File: src/rtl/div_pkg.sv
// Shared types and constants for the divide sequencer that feeds the
// iterative divider and commits results to HI/LO.
package div_pkg;

  localparam int DIV_WIDTH = 16;

  typedef enum logic [1:0] {
    ST_IDLE   = 2'd0,
    ST_LAUNCH = 2'd1,
    ST_WAIT   = 2'd2
  } div_state_t;

  localparam logic [3:0] CTRL_IDLE  = 4'b0000;
  localparam logic [3:0] CTRL_START = 4'b0001;
  localparam logic [3:0] CTRL_RUN   = 4'b0010;

  // LO value written on a divide-by-zero
  localparam logic [DIV_WIDTH-1:0] DZ_LO = 16'hFFFF;

endpackage

File: src/rtl/div_sign_fix.sv
// Conditional two's-complement negate for a pair of values; gives operand
// magnitudes on the request side and signed results on the commit side.
module div_sign_fix #(
  parameter int WIDTH = 16
) (
  input  logic [WIDTH-1:0] a_in,
  input  logic             a_neg,
  input  logic [WIDTH-1:0] b_in,
  input  logic             b_neg,
  output logic [WIDTH-1:0] a_out,
  output logic [WIDTH-1:0] b_out
);

  assign a_out = a_neg ? -a_in : a_in;
  assign b_out = b_neg ? -b_in : b_in;

endmodule

File: src/rtl/div_hilo_ctrl.sv
// HI/LO divide sequencer with mfhi/mflo/mthi/mtlo interlock.
// Optional WAIT watchdog enabled by defining DIV_HILO_TIMEOUT_EN.
module div_hilo_ctrl
  import div_pkg::*;
#(
  parameter int WIDTH   = DIV_WIDTH,
  parameter int TIMEOUT = 40
) (
  input  logic               clk,
  input  logic               rst_n,
  input  logic               req_valid,
  output logic               req_ready,
  input  logic               req_signed,
  input  logic [WIDTH-1:0]   req_a,
  input  logic [WIDTH-1:0]   req_b,
  output logic [3:0]         div_ctrl,
  output logic [WIDTH-1:0]   div_dividend,
  output logic [WIDTH-1:0]   div_divisor,
  input  logic               div_validity,
  input  logic [2*WIDTH-1:0] div_result,
  input  logic               mt_hi_we,
  input  logic               mt_lo_we,
  input  logic [WIDTH-1:0]   mt_data,
  input  logic               mf_req,
  output logic [WIDTH-1:0]   hi,
  output logic [WIDTH-1:0]   lo,
  output logic               busy,
  output logic               stall,
  output logic               dz_pulse,
  output logic               to_pulse
);

  div_state_t       state_q, state_d;
  logic [3:0]       ctrl_q, ctrl_d;
  logic [WIDTH-1:0] dvd_q, dvd_d, dvs_q, dvs_d;
  logic [WIDTH-1:0] hi_q, hi_d, lo_q, lo_d;
  logic             quo_neg_q, quo_neg_d, rem_neg_q, rem_neg_d;
  logic             dz_q, dz_d;
  logic [WIDTH-1:0] a_mag, b_mag, quo_fix, rem_fix;
`ifdef DIV_HILO_TIMEOUT_EN
  logic [5:0]       cnt_q, cnt_d;
  logic             to_q, to_d;
`endif

  div_sign_fix #(.WIDTH(WIDTH)) u_operand_fix (
    .a_in  (req_a),
    .a_neg (req_signed & req_a[WIDTH-1]),
    .b_in  (req_b),
    .b_neg (req_signed & req_b[WIDTH-1]),
    .a_out (a_mag),
    .b_out (b_mag)
  );

  div_sign_fix #(.WIDTH(WIDTH)) u_result_fix (
    .a_in  (div_result[2*WIDTH-1:WIDTH]),
    .a_neg (quo_neg_q),
    .b_in  (div_result[WIDTH-1:0]),
    .b_neg (rem_neg_q),
    .a_out (quo_fix),
    .b_out (rem_fix)
  );

  always_comb begin
    state_d   = state_q;
    ctrl_d    = ctrl_q;
    dvd_d     = dvd_q;
    dvs_d     = dvs_q;
    hi_d      = hi_q;
    lo_d      = lo_q;
    quo_neg_d = quo_neg_q;
    rem_neg_d = rem_neg_q;
    dz_d      = 1'b0;
`ifdef DIV_HILO_TIMEOUT_EN
    cnt_d     = cnt_q;
    to_d      = 1'b0;
`endif
    case (state_q)
      ST_IDLE: begin
        if (mt_hi_we) hi_d = mt_data;
        if (mt_lo_we) lo_d = mt_data;
        if (req_valid) begin
          dvd_d     = a_mag;
          dvs_d     = b_mag;
          quo_neg_d = req_signed & (req_a[WIDTH-1] ^ req_b[WIDTH-1]);
          rem_neg_d = req_signed & req_a[WIDTH-1];
          // Divide-by-zero commits immediately and overrides any mt write
          if (req_b == '0) begin
            hi_d = req_a;
            lo_d = DZ_LO;
            dz_d = 1'b1;
          end else begin
            state_d = ST_LAUNCH;
            ctrl_d  = CTRL_START;
          end
        end
      end
      ST_LAUNCH: begin
        state_d = ST_WAIT;
        ctrl_d  = CTRL_RUN;
`ifdef DIV_HILO_TIMEOUT_EN
        cnt_d   = '0;
`endif
      end
      ST_WAIT: begin
        if (div_validity) begin
          lo_d    = quo_fix;
          hi_d    = rem_fix;
          state_d = ST_IDLE;
          ctrl_d  = CTRL_IDLE;
        end
`ifdef DIV_HILO_TIMEOUT_EN
        else if (cnt_q == 6'(TIMEOUT - 1)) begin
          state_d = ST_IDLE;
          ctrl_d  = CTRL_IDLE;
          to_d    = 1'b1;
        end else begin
          cnt_d = cnt_q + 6'd1;
        end
`endif
      end
      default: begin
        state_d = ST_IDLE;
        ctrl_d  = CTRL_IDLE;
      end
    endcase
  end

  always_ff @(posedge clk or negedge rst_n) begin
    if (!rst_n) begin
      state_q   <= ST_IDLE;
      ctrl_q    <= CTRL_IDLE;
      dvd_q     <= '0;
      dvs_q     <= '0;
      hi_q      <= '0;
      lo_q      <= '0;
      quo_neg_q <= 1'b0;
      rem_neg_q <= 1'b0;
      dz_q      <= 1'b0;
`ifdef DIV_HILO_TIMEOUT_EN
      cnt_q     <= '0;
      to_q      <= 1'b0;
`endif
    end else begin
      state_q   <= state_d;
      ctrl_q    <= ctrl_d;
      dvd_q     <= dvd_d;
      dvs_q     <= dvs_d;
      hi_q      <= hi_d;
      lo_q      <= lo_d;
      quo_neg_q <= quo_neg_d;
      rem_neg_q <= rem_neg_d;
      dz_q      <= dz_d;
`ifdef DIV_HILO_TIMEOUT_EN
      cnt_q     <= cnt_d;
      to_q      <= to_d;
`endif
    end
  end

  assign req_ready    = (state_q == ST_IDLE);
  assign busy         = (state_q != ST_IDLE);
  assign stall        = busy & (mf_req | mt_hi_we | mt_lo_we | req_valid);
  assign div_ctrl     = ctrl_q;
  assign div_dividend = dvd_q;
  assign div_divisor  = dvs_q;
  assign hi           = hi_q;
  assign lo           = lo_q;
  assign dz_pulse     = dz_q;
`ifdef DIV_HILO_TIMEOUT_EN
  assign to_pulse     = to_q;
`else
  assign to_pulse     = 1'b0;
`endif

endmodule

File: config.mk
export PLATFORM = sky130hd
export DESIGN_NAME = div_hilo_ctrl
export DESIGN_NICKNAME = d
export VERILOG_FILES = /design/src/rtl/div_pkg.sv /design/src/rtl/div_sign_fix.sv /design/src/rtl/div_hilo_ctrl.sv
export SDC_FILE = /design/constraint.sdc
export NUM_CORES = 1
export LEC_CHECK = 0
export ABC_AREA = 1
export CELL_PAD_IN_SITES_DETAIL_PLACEMENT = 2
export CELL_PAD_IN_SITES_GLOBAL_PLACEMENT = 2
export CORE_ASPECT_RATIO = 1.2
export CORE_MARGIN = 5
export CORE_UTILIZATION = 23
export CTS_BUF_LIST = sky130_fd_sc_hd__clkbuf_2 sky130_fd_sc_hd__clkbuf_4 sky130_fd_sc_hd__clkbuf_8
export CTS_CLUSTER_DIAMETER = 120
export CTS_CLUSTER_SIZE = 12
export DETAILED_ROUTE_END_ITERATION = 7
export GPL_TIMING_DRIVEN = 0
export HOLD_SLACK_MARGIN = 0.03
export PLACE_DENSITY_LB_ADDON = 0.1
export SETUP_SLACK_MARGIN = 0.02
export SYNTH_ARGS = -nofsm -noshare
export SYNTH_HDL_FRONTEND = slang
export SYNTH_SLANG_ARGS = --single-unit
File: constraint.sdc
create_clock -name clk -period 1.43 [get_ports clk]
set_input_delay 0.429 -clock clk [delete_from_list [all_inputs] [get_ports clk]]
set_output_delay 0.429 -clock clk [all_outputs]
set_load 0.005 [all_outputs]
Yosys cells after proc, flatten, opt, wreduce, memory -nomap -nowiden
Cells that the tools add are included.
Cells by class
  reduce and logical (&&, ||, !) cells: 7
  equality and inequality tests: 5
  muxes and demuxes: 25
  bitwise gates (word level): 8
  add/subtract/negate cells: 4
Operator list (number)
  2-to-1 mux 16 bit: 12
  negator 16 bit: 4
  case mux 16 bit (2 select lines): 2
  logical NOT 16 bit: 1
  2-to-1 mux 4 bit: 3
  case mux 4 bit (3 select lines): 1
  2-to-1 mux 2 bit: 3
  inequality test 2 bit, second input constant: 3
  case mux 2 bit (3 select lines): 1
  AND 1 bit: 4
  AND reduction 2 bit: 2
  nonzero test 2 bit: 2
  2-to-1 mux 1 bit: 3
  bitwise OR 1 bit: 3
  AND reduction 3 bit: 1
  == test 2 x 1 -> 1 bit, second input constant: 1
  == test 2 bit, second input constant: 1
  logical NOT 2 bit: 1
  bitwise XOR 1 bit: 1
Storage, ports and cells
  output and inout port bits: 73
  word-level logic and storage cells: 58
  flip-flop bits (word level): 73

Depth between registers and ports, before layout
  depth after elaboration: 4
  gate-level depth with buffers: 11
  mapped depth without buffers: 11

Modules after synthesis
A second synthesis with hierarchy kept.
Unflattened totals
  cell total of the unflattened synthesis: 874
  area total of the unflattened synthesis: 5565.3 um^2
By module, submodules not included
  div_hilo_ctrl: cells an instance 510, sequential area each 1726.7 um^2, times used 1, area an instance 3778.6 um^2
  div_sign_fix: cells an instance 182, sequential area each 0.0 um^2, times used 2, area an instance 893.4 um^2

Worst setup path before layout
Ideal clock, no wire load.
  path kind: input port to flip-flop
  from: in req_b[0]
  to: reg hi_q[8], in the netlist hi[8]
  stages on the path: 10
  arrival time: 1455 ps
  setup time: 118 ps
  slack: -143 ps
  cell sequence: inv_1 > ha_1 > nand2_1 > nor2_4 > buf_4 > nand4_4 > nor2_1 > nor2_1 > nor2_1 > nor2_2
On the way
  word-level cells in the longest chain between the ends: 4
RTL lines
  start, declared: RTL line div_hilo_ctrl.sv:15  | input logic [WIDTH-1:0] req_b,
  logical NOT 16 bit: RTL line div_hilo_ctrl.sv:87  | if (req_b == '0) begin
  2-to-1 mux 16 bit: RTL line div_hilo_ctrl.sv:87
  2-to-1 mux 16 bit: RTL line div_hilo_ctrl.sv:81  | if (req_valid) begin
  case mux 16 bit (2 select lines): RTL line div_hilo_ctrl.sv:77  | case (state_q)
  end signal, assigned: RTL line div_hilo_ctrl.sv:148  | hi_q <= hi_d;
  end, declared: RTL line div_hilo_ctrl.sv:36  | logic [WIDTH-1:0] hi_q, hi_d, lo_q, lo_d;
No other way between the ends.
A chain may end at the register's enable or synchronous reset.

==> qor.yml <==
outcome: "finished with violations"
violations: "setup timing"
cp_max_fo: 3
place_area_mm2: 0.007287
ys_types: 36
utilization_pct: 41.25
worst_clock_skew_ns: 0.01352
fp-row-count: 60
vias: 6683
avgSynthCellArea_um2: 6.352
grt_setup_unrepaired: "true"
ys_ff_latch: 69
dieWidth_um: 147.6
synth_flop_cell: "dfrtp_1"
synthCells: 823
hpwl_mm: 19.62
reg2reg_depth: 10
finalInstanceArea_mm2: 0.009259
core_area_mm2: 0.02245
place.gp.congestion: 0.8099
maxSlewViolCount: 0
cts_buffers: 9
drt-total-wl_mm: 29.19
vias_per_cell: 4.804
drive_gt1_share_pct: 40.86
ir_worst_vdd_v: 0.0006825
setup.worst_path.start_class: "flip-flop"
initial_core_util_pct: 23.29
drcViolationCount: 0
min_to: "div_divisor[0]$_DFFE_PN0P_"
p_per_area_mw_per_mm2: 1822
end_kind: "output port"
root_buffer: "clkbuf_8"
wl_per_cell_um: 20.98
nets: 1198
htreeDepth: 3
cp.arrival_ns: 1.35
leakagePower_uw: 0.004658
drv_cap: 0
r2r_end: "div_dividend[14]$_DFFE_PN0P_"
fin_crit_ns: 1.776
hold_class: "in2reg"
syn_area_mm2: 0.005228
die_y_um: 175.2
fin_crit_sh_pct: 124.2
final-hold-violation-count: 0
ys_seq_area_share_pct: 33.03
portBuffers: 156
ant_nets: 0
ys_warn_count: 0
tritoncts: "built"
r2r_slack_ns: -0.30
required_ns: 1.00
grt.total_usage_pct: 21.61
final_cells: 1391
clock_latency_ns: 0.39
crit_type: "reg2out"
async_flop_share_pct: 100.0
cts.path.max_buffers: 2
dr.first_iter.drc_count: 188
path_clk_slew_ns: 0.10
setup_ws_ns: -0.3456
overflow: 0
synth_edf_count: 0
dp_cells: 1261
clock_sinks: 69
drt_pass1_iterations: 6
reg2reg_from: "div_ctrl[0]$_DFFE_PN0P_"
grt_pass1_wl_mm: 43.00
setup_viol_count_final: 72
dieArea_mm2: 0.02586
min_from: "req_b[0]"
grt_pass1_vias: 7486
ios: 161
hold_depth: 3
grt_max_degree: 45
antenna_found_initial: 1
area_delta_synth_final_pct: 77.12
fmax_mhz: 563.2
[Yosys cell counts (2+ instances only)]
cell | number | area, um2
nor3_1 | 2 | 10.01
nor2_4 | 3 | 33.78
nand2_1 | 293 | 1100
nand3_1 | 103 | 515.5
o21ai_0 | 25 | 125.1
clkinv_1 | 2 | 7.510
xor2_1 | 16 | 140.1
nand4_1 | 19 | 118.9
buf_6 | 3 | 33.78
buf_4 | 4 | 30.03
nor2_1 | 76 | 285.3
ha_1 | 4 | 50.05
dfrtp_1 | 69 | 1727
buf_2 | 16 | 80.08
inv_2 | 16 | 60.06
nor2_2 | 4 | 25.02
o211ai_1 | 3 | 22.52
a21oi_1 | 27 | 135.1
inv_1 | 70 | 262.8
nand3b_1 | 2 | 15.01
mux2i_1 | 9 | 90.09
clkbuf_1 | 12 | 45.04
nand3_4 | 2 | 35.03
o21ai_1 | 31 | 155.2
[layer usage]
layer | GRT usage [%] | up-vias | wire length, um
met5 | 0 | - | 7
met4 | 6.255 | 2 | 490
met3 | 3.917 | 36 | 1121
met2 | 41.52 | 131 | 16070
met1 | 23.99 | 3317 | 11500
li1 | - | 3197 | -
[area by class of cell]
type | instances | area [um2]
fill | 2600 | 13190
antenna | 1 | 2.502
timing repair buffer | 270 | 2321
timing repair inverter | 1 | 11.26
tap | 279 | 349.1
sequential | 69 | 1730
multi-input combinational | 633 | 3740
inverter | 88 | 404.1
buffer | 34 | 494.2
clock inverter | 7 | 82.58
clock buffer | 9 | 123.9
[cell families after synthesis]
family | synth area share [%]
and+or+nand+nor | 42.44
DFF | 33.03
xor gates and xnor gates | 2.848
buffers and inverters | 9.933
other | 0.07174
AOI/OAI and AO/OA | 9.000
muxes | 1.723
adders and majority gates | 0.9574
[report_power, final]
part,internal (uW),switching (uW)
combinational,5470,5940
clock,835,1040
sequential,2910,673
total,9220,7650
[sequential cells by signal, summed over array words and instances, names as in the netlist]
register / count
quo_neg_q: 1
lo: 16
div_divisor: 16
dz_pulse: 1
div_ctrl: 2
hi: 16
div_dividend: 16
rem_neg_q: 1
[through the flow]
step	hold WS (ns)	setup TNS [ns]	power (uW)	setup slack (ns)
after floorplan	0.1334	-0.002657	7087	-0.002657
after global placement	0.4679	-265.27	10900	-3.121
after detailed placement	0.3964	-53.13	11060	-1.438
after CTS	0.2861	-5.690	15350	-0.3307
after global routing	0.2984	-19.00	18050	-0.4037
final	0.3171	-15.65	16870	-0.3456
[worst max-delay path, stage by stage, from the launching register on]
cell and delay (ns):
dfrtp_2 0.46, nor2_4 0.19, buf_6 0.13, a21oi_2 0.03, buf_2 0.14
[layout by cell type, fill, tap and decap left out, types with 11 or more instances in the layout]
| cell type | instances |
|---|---|
| nor2_1 | 53 |
| nand3_1 | 81 |
| buf_2 | 70 |
| o21ai_0 | 16 |
| nand3_2 | 21 |
| inv_1 | 57 |
| clkdlybuf4s50_1 | 44 |
| nand2_1 | 229 |
| dlygate4sd2_1 | 24 |
| clkbuf_8 | 11 |
| xor2_1 | 14 |
| nand2_2 | 43 |
| buf_6 | 28 |
| buf_4 | 90 |
| nor2_2 | 20 |
| a21oi_2 | 16 |
| o21ai_2 | 23 |
| inv_2 | 19 |
| nand2_4 | 21 |
| nand4_1 | 19 |
| o21ai_1 | 17 |
| dfrtp_1 | 66 |
[timing repair]
action	4_1_cts	5_1_grt
hold buffers	1	0
pin swaps	84	39
resized for setup	577	111
endpoints found under the setup margin	139	83
hold endpoints to repair	25	0
cloned	9	3
setup buffers	89	17
[worst max path at each step]
stage                        end  slack (ns)  cells after the start                     from
5_1_grt                    stall       -0.40                      4  div_ctrl[0]$_DFFE_PN0P_
6_report                   stall       -0.35                      4  div_ctrl[0]$_DFFE_PN0P_
3_5_place_dp               stall       -1.44                      5                 mt_lo_we
4_1_cts                    stall       -0.33                      4  div_ctrl[1]$_DFFE_PN0P_
3_3_place_gp   lo[7]$_DFFE_PN0P_       -3.12                      1                    rst_n
2_1_floorplan  hi[8]$_DFFE_PN0P_      -0.003                     10                 req_b[1]
Power figures use the tool's default switching activity.
